File: config.mk
export PLATFORM = sky130hd
export DESIGN_NAME = matmul_seq_ctrl
export DESIGN_NICKNAME = d
export VERILOG_FILES = /design/src/rtl/matmul_seq_ctrl.sv
export SDC_FILE = /design/constraint.sdc
export NUM_CORES = 1
export LEC_CHECK = 0
export ABC_CLOCK_PERIOD_IN_PS = 7500
export BUFFER_PORTS_ARGS = -buffer_cell sky130_fd_sc_hd__buf_2
export CORE_MARGIN = 2
export CORE_UTILIZATION = 35
export CTS_CLUSTER_SIZE = 16
export DETAILED_ROUTE_END_ITERATION = 16
export PLACE_DENSITY = 0.63
export SLEW_MARGIN = 25
export SYNTH_ARGS = -nofsm -noshare
export SYNTH_HDL_FRONTEND = slang
export SYNTH_SLANG_ARGS = --single-unit
export TNS_END_PERCENT = 50
File: constraint.sdc
create_clock -name clk -period 7.5 [get_ports clk]
set_clock_uncertainty 0.05 [all_clocks]
set_input_delay 1.125 -clock clk [delete_from_list [all_inputs] [get_ports clk]]
set_output_delay 1.125 -clock clk [all_outputs]
set_load 0.005 [all_outputs]
File: src/rtl/matmul_seq_ctrl.sv
// matmul_seq_ctrl: sequences C = A x B (NxN, unsigned) through one shared MAC.
// Walks (i,j,k) in row-major order, reads A/B with 1-cycle latency, writes C.
//
// Ports:
//   clk, rst_n     clock, asynchronous active-low reset
//   start          one-cycle request, accepted only in IDLE
//   busy, done     busy from first RUN cycle through DONE; done one-cycle pulse
//   rd_en          read strobe to the A and B buffers
//   a_addr, b_addr operand addresses i*N+k and k*N+j
//   a_data, b_data operand read data, valid the cycle after rd_en
//   c_we, c_addr   result write strobe and address i*N+j
//   c_data         finished element sum (0 whenever c_we is low)
module matmul_seq_ctrl #(
    parameter int N  = 4,
    parameter int DW = 8,
    parameter int AW = (N > 1) ? $clog2(N * N) : 1,
    parameter int CW = 2 * DW + $clog2(N)
) (
    input  logic          clk,
    input  logic          rst_n,
    input  logic          start,
    output logic          busy,
    output logic          done,
    output logic          rd_en,
    output logic [AW-1:0] a_addr,
    output logic [AW-1:0] b_addr,
    input  logic [DW-1:0] a_data,
    input  logic [DW-1:0] b_data,
    output logic          c_we,
    output logic [AW-1:0] c_addr,
    output logic [CW-1:0] c_data
);

    localparam int IW = (N > 1) ? $clog2(N) : 1;
    localparam logic [IW-1:0] LAST = IW'(N - 1);

    typedef enum logic [2:0] {
        S_IDLE,
        S_RUN,
        S_DRAIN,
        S_WRITE,
        S_DONE
    } state_t;

    state_t        state;
    logic [IW-1:0] i, j, k;
    logic [CW-1:0] acc;
    logic          v1;

    logic [CW-1:0] prod;
    logic [CW-1:0] acc_sum;
    logic [IW-1:0] ni, nj, nk;
    logic          last_elem;

    function automatic logic [AW-1:0] addr_of(
        input logic [IW-1:0] r,
        input logic [IW-1:0] c
    );
        return AW'(32'(r) * N + 32'(c));
    endfunction

    assign prod    = CW'(a_data) * CW'(b_data);
    assign acc_sum = acc + prod;

    // Index that follows the element currently being written.
    always_comb begin
        nk        = k + IW'(1);
        last_elem = (i == LAST) && (j == LAST);
        nj        = j + IW'(1);
        ni        = i;
        if (j == LAST) begin
            nj = '0;
            ni = (i == LAST) ? '0 : i + IW'(1);
        end
    end

    always_ff @(posedge clk or negedge rst_n) begin
        if (!rst_n) begin
            state  <= S_IDLE;
            i      <= '0;
            j      <= '0;
            k      <= '0;
            acc    <= '0;
            v1     <= 1'b0;
            busy   <= 1'b0;
            done   <= 1'b0;
            rd_en  <= 1'b0;
            a_addr <= '0;
            b_addr <= '0;
            c_we   <= 1'b0;
            c_addr <= '0;
            c_data <= '0;
        end else begin
            // Read data lands one cycle after the strobe.
            v1 <= rd_en;
            if (v1) begin
                acc <= acc_sum;
            end

            unique case (state)
                S_IDLE: begin
                    if (start) begin
                        state  <= S_RUN;
                        i      <= '0;
                        j      <= '0;
                        k      <= '0;
                        acc    <= '0;
                        busy   <= 1'b1;
                        rd_en  <= 1'b1;
                        a_addr <= '0;
                        b_addr <= '0;
                    end
                end

                S_RUN: begin
                    if (k == LAST) begin
                        k     <= '0;
                        rd_en <= 1'b0;
                        state <= S_DRAIN;
                    end else begin
                        k      <= nk;
                        a_addr <= addr_of(i, nk);
                        b_addr <= addr_of(nk, j);
                    end
                end

                // The last product is folded in at this edge, so the
                // registered c_data already carries the complete sum.
                S_DRAIN: begin
                    state  <= S_WRITE;
                    c_we   <= 1'b1;
                    c_addr <= addr_of(i, j);
                    c_data <= v1 ? acc_sum : acc;
                end

                S_WRITE: begin
                    acc    <= '0;
                    i      <= ni;
                    j      <= nj;
                    c_we   <= 1'b0;
                    c_data <= '0;
                    if (last_elem) begin
                        state  <= S_DONE;
                        done   <= 1'b1;
                        a_addr <= '0;
                        b_addr <= '0;
                        c_addr <= '0;
                    end else begin
                        state  <= S_RUN;
                        rd_en  <= 1'b1;
                        a_addr <= addr_of(ni, '0);
                        b_addr <= addr_of('0, nj);
                    end
                end

                S_DONE: begin
                    state <= S_IDLE;
                    done  <= 1'b0;
                    busy  <= 1'b0;
                end

                default: begin
                    state <= S_IDLE;
                end
            endcase
        end
    end

endmodule

==> insert_results.sql <==
INSERT INTO impl_metrics (metric_group, metric, value, unit) VALUES
('clock_network', 'clock_tree_from_tritoncts', 'built', ''),
('logic_synthesis', 'netlist_area', '0.00523', 'sq mm'),
('place', 'placed_area', '0.00564', 'sq mm'),
('sta', 'setup_total_negative_slack', '0', 'ns'),
('final_layout', 'most-common-layout-cells', '102 x sky130_fd_sc_hd__inv_1, 71 x sky130_fd_sc_hd__nand2_1, 60 x sky130_fd_sc_hd__dfrtp_1', ''),
('clock_network', 'htree_levels', '3', ''),
('clock_network', 'clock_sinks', '60', ''),
('routing', 'detailedRoute.firstIterationViolations', '200', ''),
('place', 'port-buffer-count', '52', ''),
('worst_setup_path', 'crit-reg2reg-launch', 'acc[4]', ''),
('logic_synthesis', 'synth_top_area_share', '28.7', '%'),
('worst_setup_path', 'worst_path_most_repeated_cell', 'sky130_fd_sc_hd__fa_1', ''),
('final_layout', 'final_layout_size_suffix_gt1_share', '13.2', '%'),
('worst_hold_path', 'hold_start', 'rd_en', ''),
('worst_setup_path', 'crit_chain', 'buf_2, and2_1, fa_1, fa_1, inv_1, fa_1, fa_1, inv_1, ha_1, a21o_1, o2111ai_2, nand2_2, or3_1, a31oi_1, o31ai_1', ''),
('worst_setup_path', 'slowest_stage', 'sky130_fd_sc_hd__fa_1', ''),
('global_routing', 'grt_overflow_total', '0', ''),
('worst_setup_path', 'reg2reg_to', 'c_data[15]', ''),
('clock_network', 'post_cts.repair.setup_buffers', '0', ''),
('clock_network', 'worst_skew_pair.late_latency', '0.33', 'ns'),
('worst_setup_path', 'critical_path.n_buffers_inverters', '3', ''),
('logic_synthesis', 'synth_fp_nets', '683', ''),
('die', 'floorplan.initialDensity', '35.8', '%'),
('global_routing', 'initial_antenna_violation_count', '0', ''),
('clock_network', 'cts_hold_buf', '0', ''),
('place', 'place_hpwl', '9440', 'microns'),
('worst_setup_path', 'arrival', '5.38', 'ns'),
('sta', 'period_minus_slack', '5.26', 'ns'),
('sta', 'final-hold-violation-count', '0', ''),
('die', 'die_h', '126', 'microns'),
('clock_network', 'clockRootBuffer', 'sky130_fd_sc_hd__clkbuf_16', ''),
('worst_setup_path', 'worst-setup-path-type', 'in2reg', ''),
('worst_setup_path', 'critPathMaxStageDelay', '0.55', 'ns'),
('logic_synthesis', 'yosys_register_bits', '60', ''),
('clock_network', 'quantity_of_gates_resized_following_cts', '0', ''),
('sta', 'clock.fmax', '190', 'MHz'),
('final_layout', 'multiInputGateArea', '0.00326', 'sq mm'),
('worst_hold_path', 'worst_hold_path.num_cells', '0', ''),
('outcome', 'run_status', 'completed', ''),
('worst_setup_path', 'endpoint_kind', 'flip-flop', ''),
('routing', 'antenna_left', '0', ''),
('clock_network', 'clk_pin_slew_worst_paths', '0.06', 'ns'),
('sta', 'holdWs', '0.368', 'ns'),
('final_layout', 'seqCellArea', '0.00150', 'sq mm'),
('final_layout', 'final_design_area_no_fill', '0.00591', 'sq mm'),
('final_layout', 'layout_commonest_cell', 'sky130_fd_sc_hd__inv_1', ''),
('logic_synthesis', 'asyncSetResetFlopFracSynth', '100', '%'),
('sta', 'worst-slew-pin-transition', '0.989', 'ns'),
('logic_synthesis', 'post_synth_main_area_contributors', 'sky130_fd_sc_hd__dfrtp_1 29%, sky130_fd_sc_hd__fa_1 19%, sky130_fd_sc_hd__ha_1 10%', ''),
('routing', 'route.vias.total', '4007', ''),
('worst_setup_path', 'critPathTopFamily', 'adder cells', ''),
('routing', 'routed_wirelength', '11900', 'microns'),
('worst_setup_path', 'rrSetupSlack', '2.98', 'ns'),
('routing', 'drt-pass1-iter-count', '5', ''),
('sta', 'rsz_0062_raised_after_global_routing', 'no', ''),
('routing', 'drc', '0', ''),
('logic_synthesis', 'avgSynthCellArea', '9.16', 'sq um'),
('flow_run', 'max_cap_viol_count', '0', ''),
('routing', 'post_drt_wl_per_cell', '14.8', 'microns'),
('global_routing', 'grt_pass1_vias', '4292', ''),
('clock_network', 'number_of_buffers_inserted_during_clock_tree_synthesis', '9', ''),
('logic_synthesis', 'synthDominantAreaCellType', 'sky130_fd_sc_hd__dfrtp_1', ''),
('sta', 'relSlewSlack', '34.1', '%'),
('global_routing', 'grt.total_usage', '16.2', '%'),
('die', 'core.rowCount', '44', ''),
('global_routing', 'grt_pass1_wl', '21100', 'microns'),
('sta', 'finalSetupViolCount', '0', ''),
('worst_setup_path', 'cp.required', '7.62', 'ns'),
('clock_network', 'clock_path_buffers', '2', ''),
('final_layout', 'layout.filler_cells', '1444', ''),
('final_layout', 'final_nets', '730', '');
[stage by stage]
stage	utilization (%)	setup WS (ns)	std cells
after floorplan	-	2.30	571
after global placement	38.7	1.99	791
after detailed placement	38.7	1.93	791
after CTS	40.5	2.26	807
after global routing	40.5	2.05	807
final	40.5	2.24	807
[registers in the layout, indices dropped and copies added, names as in the netlist]
| register | flops |
|---|---|
| v1 | 1 |
| j | 2 |
| c_we | 1 |
| rd_en | 1 |
| busy | 1 |
| acc | 18 |
| c_data | 18 |
| i | 2 |
| k | 2 |
| state | 3 |
| done | 1 |
| c_addr | 4 |
| b_addr | 2 |
| a_addr | 4 |
[area by class of cell]
type	count	area share, %
flip-flops and latches	60	25.4
well taps	184	3.89
multi-input cells	392	55.2
repair buffers	53	4.53
inverters	102	6.47
clock buffers	10	3.87
clock inverters	6	0.698
[routing by layer]
| metal | global-route usage, % | up-vias | share of wire [%] |
|---|---|---|---|
| met2 | 25.3 | 119 | 45 |
| met3 | 3.23 | 18 | 5.4 |
| li1 | - | 1941 | - |
| met5 | 0 | - | 0 |
| met1 | 23.2 | 1929 | 48 |
| met4 | 4.20 | 0 | 1.5 |
[worst max-delay path by stage]
| stage | from | cells past startpoint | end |
|---|---|---|---|
| floorplan | b_data[1] | 16 | c_data[17] |
| global placement | b_data[7] | 15 | c_data[15] |
| detailed placement | b_data[7] | 15 | c_data[15] |
| CTS | b_data[7] | 15 | c_data[15] |
| global route | b_data[7] | 15 | c_data[15] |
| finish | b_data[7] | 15 | c_data[15] |
[logic make-up (layout without fill, tap and decap cells)]
group,count (synthesis),count (layout),synth area share (%)
xor gates and xnor gates,6,6,1.01
AOI/OAI and AO/OA,99,99,13.0
DFF,60,60,28.7
buffers and inverters,119,171,8.88
adders and majority gates,93,93,29.4
muxes,10,10,2.01
and+or+nand+nor,184,184,16.9
[cells in the mapped netlist, types with 3 or more instances]
library cell,instances
sky130_fd_sc_hd__inv_1,102
sky130_fd_sc_hd__nand2_1,71
sky130_fd_sc_hd__dfrtp_1,60
sky130_fd_sc_hd__fa_1,50
sky130_fd_sc_hd__ha_1,43
sky130_fd_sc_hd__nor2_1,38
sky130_fd_sc_hd__and2_1,37
sky130_fd_sc_hd__a21oi_1,22
sky130_fd_sc_hd__o21ai_0,21
sky130_fd_sc_hd__clkbuf_1,11
sky130_fd_sc_hd__a21o_1,9
sky130_fd_sc_hd__mux2i_1,9
sky130_fd_sc_hd__o21ai_1,7
sky130_fd_sc_hd__a22o_1,6
sky130_fd_sc_hd__nand3_1,6
sky130_fd_sc_hd__nand2b_1,5
sky130_fd_sc_hd__nand4_1,5
sky130_fd_sc_hd__nor3_1,5
sky130_fd_sc_hd__xnor2_1,5
sky130_fd_sc_hd__a211oi_1,4
sky130_fd_sc_hd__or3_1,4
sky130_fd_sc_hd__o21bai_1,3
Power is left out: the tool's default activity adds up to more than one toggle a clock period on the data nets, which glitch-free logic cannot reach.
